### src/rtl/pico_io_pkg.sv
// Shared constants and types for the pico_io_hub port peripheral.
package pico_io_pkg;

  localparam int unsigned BYTE_W = 8;

  localparam logic [7:0] ADDR_CTRL     = 8'hF0;
  localparam logic [7:0] ADDR_DIV_BASE = 8'hF4;

  localparam int unsigned CTRL_EN_BIT         = 0;
  localparam int unsigned CTRL_CLR_MISSED_BIT = 7;

  // Status byte layout as read back at ADDR_CTRL, MSB first.
  typedef struct packed {
    logic [4:0] rsvd;
    logic       missed;
    logic       enable;
    logic       pending;
  } status_t;

  // Divisor bytes occupy four consecutive addresses starting at ADDR_DIV_BASE.
  function automatic logic is_div_addr(logic [7:0] addr);
    return addr[7:2] == ADDR_DIV_BASE[7:2];
  endfunction

endpackage

### src/rtl/pico_io_hub_if.sv
// Port bus between the pacoblaze3 core (master) and the I/O hub (slave).
interface pico_io_hub_if;

  logic [7:0] port_id;
  logic [7:0] out_port;
  logic       write_strobe;
  logic       read_strobe;
  logic [7:0] in_port;
  logic       interrupt;
  logic       interrupt_ack;

  modport master (
    output port_id, out_port, write_strobe, read_strobe, interrupt_ack,
    input  in_port, interrupt
  );

  modport slave (
    input  port_id, out_port, write_strobe, read_strobe, interrupt_ack,
    output in_port, interrupt
  );

endinterface

### src/rtl/pico_io_timer.sv
// Programmable periodic tick with a pending interrupt flag and sticky missed flag.
module pico_io_timer
  import pico_io_pkg::*;
#(
  parameter int unsigned         TIMER_W   = 27,
  parameter logic [TIMER_W-1:0]  DIV_RESET = '1
) (
  input  logic       clk,
  input  logic       reset,
  input  logic       ctrl_we_i,
  input  logic       div_we_i,
  input  logic [1:0] div_sel_i,
  input  logic [7:0] wdata_i,
  input  logic       ack_i,
  output logic       pending_o,
  output logic       missed_o,
  output logic       enable_o
);

  logic [TIMER_W-1:0] cnt_q, cnt_d;
  logic [TIMER_W-1:0] div_q, div_d;
  logic [TIMER_W-1:0] byte_mask, byte_val;
  logic               en_q, en_d;
  logic               pending_q, pending_d;
  logic               missed_q, missed_d;
  logic               tick;

  always_comb begin
    tick = en_q && (cnt_q >= div_q);

    // Truncating casts drop divisor bits at or above TIMER_W.
    byte_mask = TIMER_W'(32'hFF << {div_sel_i, 3'b000});
    byte_val  = TIMER_W'({24'b0, wdata_i} << {div_sel_i, 3'b000});
    div_d     = div_we_i ? ((div_q & ~byte_mask) | byte_val) : div_q;

    if (div_we_i || !en_q || tick) begin
      cnt_d = '0;
    end else begin
      cnt_d = cnt_q + 1'b1;
    end

    en_d      = ctrl_we_i ? wdata_i[CTRL_EN_BIT] : en_q;
    // A tick wins over a simultaneous ack, so the request is never lost.
    pending_d = tick | (pending_q & ~ack_i);

    missed_d = missed_q;
    if (ctrl_we_i && wdata_i[CTRL_CLR_MISSED_BIT]) begin
      missed_d = 1'b0;
    end
    if (tick && pending_q && !ack_i) begin
      missed_d = 1'b1;
    end
  end

  always_ff @(posedge clk) begin
    if (reset) begin
      cnt_q     <= '0;
      div_q     <= DIV_RESET;
      en_q      <= 1'b1;
      pending_q <= 1'b0;
      missed_q  <= 1'b0;
    end else begin
      cnt_q     <= cnt_d;
      div_q     <= div_d;
      en_q      <= en_d;
      pending_q <= pending_d;
      missed_q  <= missed_d;
    end
  end

  assign pending_o = pending_q;
  assign missed_o  = missed_q;
  assign enable_o  = en_q;

endmodule

### src/rtl/pico_io_hub.sv
// Output register bank, registered read mux and timer interrupt for a pacoblaze3 port bus.
// Define PICO_IO_SYNC_EN to add a two-flop synchronizer on every in_data bit.
module pico_io_hub
  import pico_io_pkg::*;
#(
  parameter int unsigned CLK_FREQ_HZ = 25000000,
  parameter int unsigned TICK_HZ     = 1,
  parameter int unsigned NUM_OUT     = 4,
  parameter int unsigned NUM_IN      = 4,
  parameter int unsigned TIMER_W     = 27
) (
  input  logic                      clk,
  input  logic                      reset,
  pico_io_hub_if.slave              bus,
  input  logic [BYTE_W*NUM_IN-1:0]  in_data,
  output logic [BYTE_W*NUM_OUT-1:0] out_data
);

  localparam int unsigned        DivFull  = CLK_FREQ_HZ / TICK_HZ - 1;
  localparam logic [TIMER_W-1:0] DivReset = TIMER_W'(DivFull);

  logic [BYTE_W*NUM_OUT-1:0] out_q, out_d;
  logic [BYTE_W*NUM_IN-1:0]  in_sync;
  logic [7:0]                rd_q, rd_d;
  logic                      ctrl_we, div_we;
  logic                      pending, missed, enable;
  status_t                   status;
  logic                      unused_rd_strobe;

  // The read mux runs every cycle; read_strobe carries no meaning here.
  assign unused_rd_strobe = bus.read_strobe;

`ifdef PICO_IO_SYNC_EN
  logic [BYTE_W*NUM_IN-1:0] sync1_q, sync1_d, sync2_q, sync2_d;

  always_comb begin
    sync1_d = in_data;
    sync2_d = sync1_q;
  end

  always_ff @(posedge clk) begin
    if (reset) begin
      sync1_q <= '0;
      sync2_q <= '0;
    end else begin
      sync1_q <= sync1_d;
      sync2_q <= sync2_d;
    end
  end

  assign in_sync = sync2_q;
`else
  assign in_sync = in_data;
`endif

  assign ctrl_we = bus.write_strobe && (bus.port_id == ADDR_CTRL);
  assign div_we  = bus.write_strobe && is_div_addr(bus.port_id);

  pico_io_timer #(
    .TIMER_W   (TIMER_W),
    .DIV_RESET (DivReset)
  ) u_timer (
    .clk       (clk),
    .reset     (reset),
    .ctrl_we_i (ctrl_we),
    .div_we_i  (div_we),
    .div_sel_i (bus.port_id[1:0]),
    .wdata_i   (bus.out_port),
    .ack_i     (bus.interrupt_ack),
    .pending_o (pending),
    .missed_o  (missed),
    .enable_o  (enable)
  );

  always_comb begin
    status         = '0;
    status.missed  = missed;
    status.enable  = enable;
    status.pending = pending;

    out_d = out_q;
    for (int k = 0; k < NUM_OUT; k++) begin
      if (bus.write_strobe && (bus.port_id == 8'(k))) begin
        out_d[BYTE_W*k +: BYTE_W] = bus.out_port;
      end
    end

    rd_d = '0;
    for (int k = 0; k < NUM_IN; k++) begin
      if (bus.port_id == 8'(k)) begin
        rd_d = in_sync[BYTE_W*k +: BYTE_W];
      end
    end
    if (bus.port_id == ADDR_CTRL) begin
      rd_d = status;
    end
  end

  always_ff @(posedge clk) begin
    if (reset) begin
      out_q <= '0;
      rd_q  <= '0;
    end else begin
      out_q <= out_d;
      rd_q  <= rd_d;
    end
  end

  assign out_data      = out_q;
  assign bus.in_port   = rd_q;
  assign bus.interrupt = pending;

endmodule

### src/flat_wrapper.sv
// flat-port wrapper written by rule: the top's interface ports become plain ports
module pico_io_hub_flat import pico_io_pkg::*;
#(
  parameter int unsigned CLK_FREQ_HZ = 25000000,
  parameter int unsigned TICK_HZ     = 1,
  parameter int unsigned NUM_OUT     = 4,
  parameter int unsigned NUM_IN      = 4,
  parameter int unsigned TIMER_W     = 27
)
  (clk, reset, in_data, out_data, bus_port_id, bus_out_port, bus_write_strobe, bus_read_strobe, bus_interrupt_ack, bus_in_port, bus_interrupt);
  pico_io_hub_if bus_i ();
  input  logic clk;
  input  logic reset;
  input  logic [BYTE_W*NUM_IN-1:0] in_data;
  output logic [BYTE_W*NUM_OUT-1:0] out_data;
  input wire logic [$bits(bus_i.port_id)-1:0] bus_port_id;
  input wire logic [$bits(bus_i.out_port)-1:0] bus_out_port;
  input wire logic [$bits(bus_i.write_strobe)-1:0] bus_write_strobe;
  input wire logic [$bits(bus_i.read_strobe)-1:0] bus_read_strobe;
  input wire logic [$bits(bus_i.interrupt_ack)-1:0] bus_interrupt_ack;
  output wire logic [$bits(bus_i.in_port)-1:0] bus_in_port;
  output wire logic [$bits(bus_i.interrupt)-1:0] bus_interrupt;
  assign bus_i.port_id = bus_port_id;
  assign bus_i.out_port = bus_out_port;
  assign bus_i.write_strobe = bus_write_strobe;
  assign bus_i.read_strobe = bus_read_strobe;
  assign bus_i.interrupt_ack = bus_interrupt_ack;
  assign bus_in_port = bus_i.in_port;
  assign bus_interrupt = bus_i.interrupt;
  pico_io_hub #(.CLK_FREQ_HZ(CLK_FREQ_HZ), .TICK_HZ(TICK_HZ), .NUM_OUT(NUM_OUT), .NUM_IN(NUM_IN), .TIMER_W(TIMER_W)) u_core (.clk(clk), .reset(reset), .bus(bus_i), .in_data(in_data), .out_data(out_data));
endmodule
### config.mk
export PLATFORM = sky130hd
export DESIGN_NAME = pico_io_hub_flat
export DESIGN_NICKNAME = d
export VERILOG_FILES = /design/src/rtl/pico_io_pkg.sv /design/src/rtl/pico_io_hub_if.sv /design/src/rtl/pico_io_timer.sv /design/src/rtl/pico_io_hub.sv /design/src/flat_wrapper.sv
export SDC_FILE = /design/constraint.sdc
export NUM_CORES = 1
export LEC_CHECK = 0
export ABC_AREA = 1
export CORE_ASPECT_RATIO = 1.5
export CORE_MARGIN = 2
export CORE_UTILIZATION = 40
export CTS_CLUSTER_DIAMETER = 120
export DETAILED_ROUTE_END_ITERATION = 8
export HOLD_SLACK_MARGIN = 0.03
export PLACE_DENSITY_LB_ADDON = 0.2
export SETUP_SLACK_MARGIN = 0.02
export SYNTH_ARGS = -nofsm -noshare
export SYNTH_HDL_FRONTEND = slang
export SYNTH_HIERARCHICAL = 1
export SYNTH_SLANG_ARGS = --single-unit
### constraint.sdc
create_clock -name clk -period 2.52 [get_ports clk]
set_clock_uncertainty 0.1 [all_clocks]
set_input_delay 0.504 -clock clk [delete_from_list [all_inputs] [get_ports clk]]
set_output_delay 0.504 -clock clk [all_outputs]
set_load 0.005 [all_outputs]
==> reports/metrics.yaml, run 1 <==
status:
  status: "finished, final reports clean"
synth:
  syn_area_per_cell_um2: 7.742
  synth_fp_nets: 727
  ys_ff_latch: 97
  syn-cell-area_um2: 5001
  ys_async_sr_fraction_pct: 0
  ys_warn_count: 6
  ys_types: 40
  synthFlopType: "dfxtp_1"
  synthCells: 646
  synth_edf_count: 0
  yosysSeqAreaShare_pct: 38.83
floorplanning:
  ios: 94
  dieArea_um2: 13430
  die_w_um: 95.30
  dieHeight_um: 140.9
  initial_utilization_pct: 40.58
  fp-row-count: 50
  core_area_um2: 12320
global_routing:
  grt_max_degree: 28
  grt_pass1_wl_mm: 20.27
  antenna_found_initial: 0
  grt_usage_pct: 19.58
  grt_overflow: 0
  grt_pass1_vias: 4404
final_layout:
  multi_input_area_um2: 2550
  final_nets: 827
  fillers: 1169
  n_antenna_cell: 0
  drive_above_1_share_pct: 10.25
  final_util_pct: 52.05
  finalNonFillerCells: 907
  final-seq-area_um2: 1942
  syn2layout_area_growth_pct: 28.27
place:
  port-buffer-count: 92
  dp_hpwl_mm: 9.862
  place_congestion: 0.8209
  placed_cells: 891
power:
  p_leak_nw: 2.833
  power.density_nw_per_um2: 498.2
  p_total_mw: 3.196
  ir_drop_mv: 0.3293
route:
  via_count: 4464
  viasPerCell: 4.922
  drcViolationCount: 0
  ant_nets: 0
  dr.pass1.iters: 4
  avgRoutedWirePerCell_um: 14.24
  drt_iter0_markers: 140
  totalWireLength_mm: 12.91
clocking:
  cts_setup_buffers: 0
  cts_tree: "done"
  cts_buffers: 9
  cts_max_level: 3
  root_buffer: "clkbuf_16"
  postCtsHoldBufs: 0
  clk_pin_slew_ns: 0.08
  ctsResizeCount: 0
  clk_latency_ns: 0.36
  clock-sinks: 97
  ctsLongestPathBuffers: 2
hold_path:
  hp-start: "u_core/u_timer/cnt_q[0]"
  hold_path_depth: 1
  hold_class: "reg2reg"
timing:
  max_freq_ghz: 0.4615
  rsz0062_at_grt: "no"
  fin_hold_ws_ns: 0.3734
  drv_slew: 0
  min_period_ns: 2.167
  finalCritPeriodShare_pct: 85.98
  hold_viol: 0
  worst_pin_slew_ns: 0.6098
  slew-limit-headroom_pct: 59.30
  setup_viol: 0
  tns_ns: 0
critical_path:
  reg2reg_to: "u_core/u_timer/cnt_q[3]"
  endpoint_kind: "register"
  rr_worst_depth: 11
  required_ns: 2.70
  crit_chain: "clkdlybuf4s50_1 -> bufinv_8 -> nor4_1 -> inv_1 -> nor2_1 -> inv_1 -> nor2_1 -> buf_4 -> o21ai_0 -> a21oi_1"
  criticalPathCategory: "in2reg"
  cp_slowest_stage_delay_ns: 0.47
  crit_start: "bus_write_strobe"
  crit_slowest_cell: "clkdlybuf4s50_1"
  timing.rr.start: "u_core/u_timer/div_q[26]"
  cp.arrival_ns: 2.35
  cp_max_fo: 12
  start_kind: "primary input"
  r2r_setup_slack_ns: 0.37
  crit_end: "u_core/u_timer/div_q[6]"
job:
  drv_cap: 0
-- final cells by class --
type	instances	share of cell area [%]
Clock buffer	9	3.511
Clock inverter	7	1.463
Timing Repair Buffer	105	15.88
Tap cell	156	3.043
Sequential cell	97	30.27
Multi-Input combinational cell	433	39.75
Inverter	100	6.085
-- registers in the layout, summed over array words and instances, names as in the netlist --
| register | cells |
|---|---|
| u_core/out_data | 32 |
| u_core/u_timer/cnt_q | 27 |
| u_core/u_timer/div_q | 27 |
| u_core/bus.in_port | 8 |
| u_core/u_timer/enable_o | 1 |
| u_core/u_timer/missed_o | 1 |
| u_core/u_timer/pending_o | 1 |
-- worst min path at each step --
| stage | end | slack (ns) |
|---|---|---|
| after floorplan | u_core/u_timer/div_q[10] | 0.34 |
| after global placement | u_core/u_timer/div_q[7] | 0.35 |
| after detailed placement | u_core/u_timer/cnt_q[0] | 0.36 |
| after CTS | u_core/u_timer/cnt_q[0] | 0.38 |
| after global routing | u_core/u_timer/div_q[23] | 0.40 |
| final | u_core/u_timer/cnt_q[0] | 0.37 |
-- per-stage QoR --
step	cell area, um2	setup slack, ns
after global placement	6096	0.01435
after CTS	6415	0.3521
after global routing	6415	0.05709
after detailed placement	6096	0.03136
final	6415	0.3533
after floorplan	5001	0.4245
-- cell usage in the layout, fill, tap and decap left out, types with 13 or more instances in the layout --
master / instances
xor2_1: 14
ha_1: 28
o21ai_0: 38
nor2_1: 79
a21oi_1: 58
inv_1: 95
nand2_1: 91
dfxtp_1: 97
nand3_1: 28
clkdlybuf4s50_1: 92
nand4_1: 14
buf_4: 13
-- synthesized netlist by cell type, types with 4 or more instances --
cell / instances / share of area, %
xor2_1: 14 / 2.5
o21ai_1: 6 / 0.60
nand3_1: 28 / 2.8
nor2_2: 9 / 1.1
a21oi_2: 4 / 0.70
nor2_8: 4 / 1.6
nand2_4: 5 / 1.1
clkbuf_1: 8 / 0.60
nor3_1: 5 / 0.50
nand2_1: 91 / 6.8
xnor2_1: 10 / 1.8
nand4_1: 14 / 1.8
nor2_1: 79 / 5.9
ha_1: 28 / 7.0
o211ai_1: 4 / 0.60
inv_1: 95 / 7.1
nand2_2: 8 / 1.0
o21ai_0: 38 / 3.8
dfxtp_1: 97 / 39
nor2_4: 5 / 1.1
a21oi_1: 58 / 5.8
buf_6: 5 / 1.1
a211oi_1: 6 / 0.90
-- report_power, final --
part	internal (mW)	total, mW	switching, mW
Combinational	0.102	0.204	0.102
Sequential	1.54	1.54	0.00662
Clock	0.728	1.45	0.719
-- worst max-delay path, delay by kind of cell --
family                 cells  cell delay, ns
buffers and inverters      5            1.00
AOI/OAI and AO/OA          2            0.24
and+or+nand+nor            3            0.61
-- per-layer routing --
metal  vias to the layer above  track usage, %  wire length (um)
li1                       2288               -                 -
met1                      2038           20.18              5086
met2                       119           36.81              6728
met3                        19           4.810               819
met4                         0           7.628               278
met5                         -               0                 0
-- cells by family after synthesis --
kind of cell	Yosys count	share of synthesized area (%)
buffers and inverters	116	10.18
AND/OR/NAND/NOR	259	26.09
flip-flops	97	38.83
XOR/XNOR	25	4.528
AO/OA/AOI/OAI	121	13.36
adder cells (fa/ha/maj)	28	7.005
Note: power is estimated with default switching activity, not from simulation.
==> run 2, diff against run 1 <==
--- a/config.mk
+++ b/config.mk
@@ -13,6 +13,7 @@
 export DETAILED_ROUTE_END_ITERATION = 8
 export HOLD_SLACK_MARGIN = 0.03
 export PLACE_DENSITY_LB_ADDON = 0.2
+export REMOVE_ABC_BUFFERS = 1
 export SETUP_SLACK_MARGIN = 0.02
 export SYNTH_ARGS = -nofsm -noshare
 export SYNTH_HDL_FRONTEND = slang
==> reports/metrics.yaml, run 2 (same netlist as run 1, synthesis figures left out) <==
final_layout:
  fillers: 1170
  final_common_cell: "dfxtp_1"
  fin_area_um2: 6402
  largest_reg_flops: 32
  n_antenna_cell: 0
  drive_above_1_share_pct: 10.01
  final_nets: 825
  final-seq-area_um2: 1942
  syn2layout_area_growth_pct: 28.02
  layout_common_cells: "97 x dfxtp_1, 95 x inv_1, 92 x clkdlybuf4s50_1, 91 x nand2_1, 79 x nor2_1"
  multi_input_area_um2: 2550
power:
  power.density_nw_per_um2: 500.8
  ir_drop_mv: 0.2674
  p_leak_nw: 2.821
place:
  placed_cell_area_um2: 6081
  place_congestion: 0.8221
  port-buffer-count: 92
  pre_cts_ws_ns: 0.007530
  dp_hpwl_mm: 9.692
route:
  drcViolationCount: 0
  viasPerCell: 4.861
  via_count: 4399
  ant_nets: 0
  dr.pass1.iters: 4
  totalWireLength_mm: 12.40
  avgRoutedWirePerCell_um: 13.70
  drt_iter0_markers: 217
timing:
  max_freq_ghz: 0.4558
  hold_viol: 0
  finalCritPeriodShare_pct: 87.07
  drv_slew: 0
  min_period_ns: 2.194
  rsz0062_at_grt: "no"
  tns_ns: 0
  worst_pin_slew_ns: 0.5504
  slew-limit-headroom_pct: 63.27
  layout_setup_ws_ns: 0.3259
  setup_viol: 0
floorplanning:
  initial_utilization_pct: 40.58
  dieArea_um2: 13430
  ios: 94
  fp-row-count: 50
  die_w_um: 95.30
  dieHeight_um: 140.9
  core_area_um2: 12320
critical_path:
  cp.arrival_ns: 2.36
  rr_worst_depth: 11
  cp_max_fo: 12
  required_ns: 2.69
  criticalPathCategory: "in2reg"
  endpoint_kind: "register"
  start_kind: "primary input"
clocking:
  clk_latency_ns: 0.34
  cts_tree: "done"
  ctsResizeCount: 0
  cts_buffers: 9
  postCtsHoldBufs: 0
  clk_pin_slew_ns: 0.08
  root_buffer: "clkbuf_16"
  ctsLongestPathBuffers: 2
  cts_setup_buffers: 0
  cts_max_level: 3
  clock-sinks: 97
global_routing:
  grt_overflow: 0
  grt_pass1_wl_mm: 19.82
  antenna_found_initial: 0
  grt_usage_pct: 18.68
  grt_max_degree: 28
  grt_pass1_vias: 4307
status:
  status: "finished, final reports clean"
job:
  drv_cap: 0
hold_path:
  hold_path_depth: 1
  hold_class: "reg2reg"
[run 2: cell types whose count changed in the layout (fill, tap and decap cells not counted), sizes merged]
cell,delta
clkinvlp,+1
buf,-2
clkinv,-1
inv,-1
bufinv,+1
[run 2: cell type report]
type | instances | area share (%)
sequential | 97 | 30.33
multi-input combinational | 433 | 39.83
timing repair buffer | 103 | 15.67
tap | 156 | 3.049
inverter | 100 | 6.097
clock inverter | 7 | 1.505
clock buffer | 9 | 3.518
[run 2: stage by stage]
step	total power [mW]	instances	utilization [%]	hold WS [ns]
2_1_floorplan	1.650	630	-	0.3342
3_3_place_gp	1.780	889	49.34	0.3541
3_5_place_dp	1.783	889	49.34	0.3588
4_1_cts	3.245	905	51.95	0.3763
5_1_grt	3.326	905	51.95	0.3945
6_report	3.206	905	51.95	0.3707
[run 2: where the power goes]
group	switching [mW]	total (mW)	internal, mW
Sequential	0.00690	1.55	1.54
Clock	0.658	1.46	0.803
Combinational	0.0992	0.201	0.101
[run 2: critical path, cell delays in order]
cell	delay, ns
clkdlybuf4s50_1	0.46
bufinv_8	0.17
nor4_1	0.33
inv_1	0.07
nor2_1	0.15
inv_1	0.07
nor2_1	0.18
buf_4	0.21
o21ai_0	0.08
a21oi_1	0.14
[run 2: layer usage]
metal,track usage (%),part of all wire [%],routed length [um]
met4,5.645,1.3,167
met3,3.260,4.8,592
met2,36.03,54,6647
met1,19.97,40,4992
met5,0,0,0
[run 2: worst paths after layout]
check	startpoint	to	slack, ns
max	bus_write_strobe	u_core/u_timer/div_q[6]	0.33
min	u_core/u_timer/cnt_q[0]	u_core/u_timer/cnt_q[0]	0.37
max reg2reg	u_core/u_timer/div_q[26]	u_core/u_timer/cnt_q[15]	0.39
min reg2reg	u_core/u_timer/cnt_q[0]	u_core/u_timer/cnt_q[0]	0.37
==> run 3, diff against run 2 <==
==> constraint.sdc (replaced) <==
create_clock -name clk -period 2.5 [get_ports clk]
set_clock_uncertainty 0.1 [all_clocks]
set_input_delay 0.5 -clock clk [delete_from_list [all_inputs] [get_ports clk]]
set_output_delay 0.5 -clock clk [all_outputs]
set_load 0.005 [all_outputs]
==> reports/metrics.yaml, run 3 (same netlist as run 1, synthesis figures left out) <==
status:
  status: "finished, final reports clean"
power:
  power.density_nw_per_um2: 492.8
  pwr-share-comb_pct: 6.4
  clkPwrFrac_pct: 44.2
  p_sw_mw: 0.7864
  ir_drop_mv: 0.3048
  p_sw_share_pct: 24.94
  p_int_mw: 2.367
  sequentialPowerShare_pct: 49.4
  p_leak_nw: 2.823
  p_total_mw: 3.154
final_layout:
  finalNonFillerCells: 906
  n_antenna_cell: 0
  syn2layout_area_growth_pct: 27.97
  final_nets: 826
  final_common_cell: "dfxtp_1"
  fin_area_um2: 6400
  layout_common_cells: "97 x dfxtp_1, 95 x inv_1, 92 x clkdlybuf4s50_1, 91 x nand2_1, 79 x nor2_1"
  drive_above_1_share_pct: 10.13
  largest_reg_flops: 32
  final_util_pct: 51.93
place:
  pre_cts_ws_ns: -0.004543
  place_congestion: 0.8224
  port-buffer-count: 92
  dp_hpwl_mm: 9.846
  placed_cells: 890
  placed_cell_area_um2: 6088
timing:
  max_freq_ghz: 0.4545
  setup_viol: 0
  drv_slew: 0
  worst_pin_slew_ns: 0.5618
  finalCritPeriodShare_pct: 88.00
  min_period_ns: 2.200
  layout_setup_ws_ns: 0.2999
  hold_viol: 0
  rsz0062_at_grt: "no"
  fin_hold_ws_ns: 0.3720
  slew-limit-headroom_pct: 62.51
  tns_ns: 0
hold_path:
  min_to: "u_core/u_timer/cnt_q[0]"
  hold_class: "reg2reg"
  hold_path_depth: 1
  hp-start: "u_core/u_timer/cnt_q[0]"
global_routing:
  grt_max_degree: 28
  grt_pass1_vias: 4219
  antenna_found_initial: 0
  grt_pass1_wl_mm: 19.84
  grt_usage_pct: 18.99
  grt_overflow: 0
route:
  totalWireLength_mm: 12.57
  ant_nets: 0
  drt_iter0_markers: 143
  viasPerCell: 4.847
  avgRoutedWirePerCell_um: 13.87
  drcViolationCount: 0
  dr.pass1.iters: 4
  via_count: 4391
clocking:
  postCtsHoldBufs: 0
  cts_buffers: 9
  cts_max_level: 3
  clk_latency_ns: 0.35
  ctsResizeCount: 0
  clk_pin_slew_ns: 0.07
  cts_setup_buffers: 0
  root_buffer: "clkbuf_16"
  ctsLongestPathBuffers: 2
  clock-sinks: 97
  cts_tree: "done"
critical_path:
  timing.rr.start: "u_core/u_timer/div_q[26]"
  rr_worst_depth: 9
  reg2reg_to: "u_core/u_timer/cnt_q[6]"
  r2r_setup_slack_ns: 0.33
  cp_max_fo: 12
  cp.arrival_ns: 2.37
  endpoint_kind: "register"
  required_ns: 2.67
  criticalPathCategory: "in2reg"
  start_kind: "primary input"
floorplanning:
  die_w_um: 95.30
  dieHeight_um: 140.9
  fp-row-count: 50
  ios: 94
  initial_utilization_pct: 40.58
  dieArea_um2: 13430
  core_area_um2: 12320
job:
  drv_cap: 0
## run 3: cell count changes in the layout (fill, tap and decap cells not counted), sizes merged
cell      before  now
buf           11   12
bufinv         2    1
clkinv         3    7
clkinvlp       1    0
inv          101   99
## run 3: worst max-delay path by stage
stage,startpoint,endpoint,slack (ns),cells past startpoint
2_1_floorplan,bus_write_strobe,u_core/u_timer/div_q[0],0.22,9
3_3_place_gp,bus_write_strobe,u_core/u_timer/div_q[6],0.01,10
3_5_place_dp,bus_write_strobe,u_core/u_timer/div_q[6],-0.005,10
4_1_cts,u_core/u_timer/cnt_q[2],u_core/u_timer/cnt_q[6],0.29,9
5_1_grt,bus_port_id[4],u_core/u_timer/div_q[6],0.1,10
6_report,bus_write_strobe,u_core/u_timer/div_q[6],0.30,10
## run 3: layout make-up
type                    count  area, um2
fillers                  1191       5924
multi-input cells         433       2550
flip-flops and latches     97       1942
repair buffers            104       1011
inverters                 100      390.4
clock buffers               9      225.2
well taps                 156      195.2
clock inverters             7      86.33
## run 3: per-layer routing
layer / up-vias / track usage [%] / share of wire (%)
met5: - / 0 / 0
met3: 15 / 3.581 / 5.3
met4: 0 / 6.789 / 1.5
met1: 2016 / 20.29 / 39
li1: 2277 / - / -
met2: 83 / 35.92 / 54
## run 3: worst max-delay path, cell delays in order
cell and delay [ns]:
clkdlybuf4s50_1 0.46, bufinv_8 0.17, nor4_1 0.32, inv_1 0.07
nor2_1 0.14, inv_1 0.07, nor2_1 0.18, buf_4 0.21
o21ai_0 0.08, a21oi_1 0.15
## run 3: power groups by stage
| stage | registers, mW | clock network, mW | logic (mW) |
|---|---|---|---|
| floorplan | 1.59 | 0 | 0.0711 |
| global placement | 1.59 | 0 | 0.200 |
| detailed placement | 1.59 | 0 | 0.204 |
| CTS | 1.56 | 1.44 | 0.205 |
| global route | 1.56 | 1.50 | 0.220 |
| finish | 1.56 | 1.39 | 0.203 |
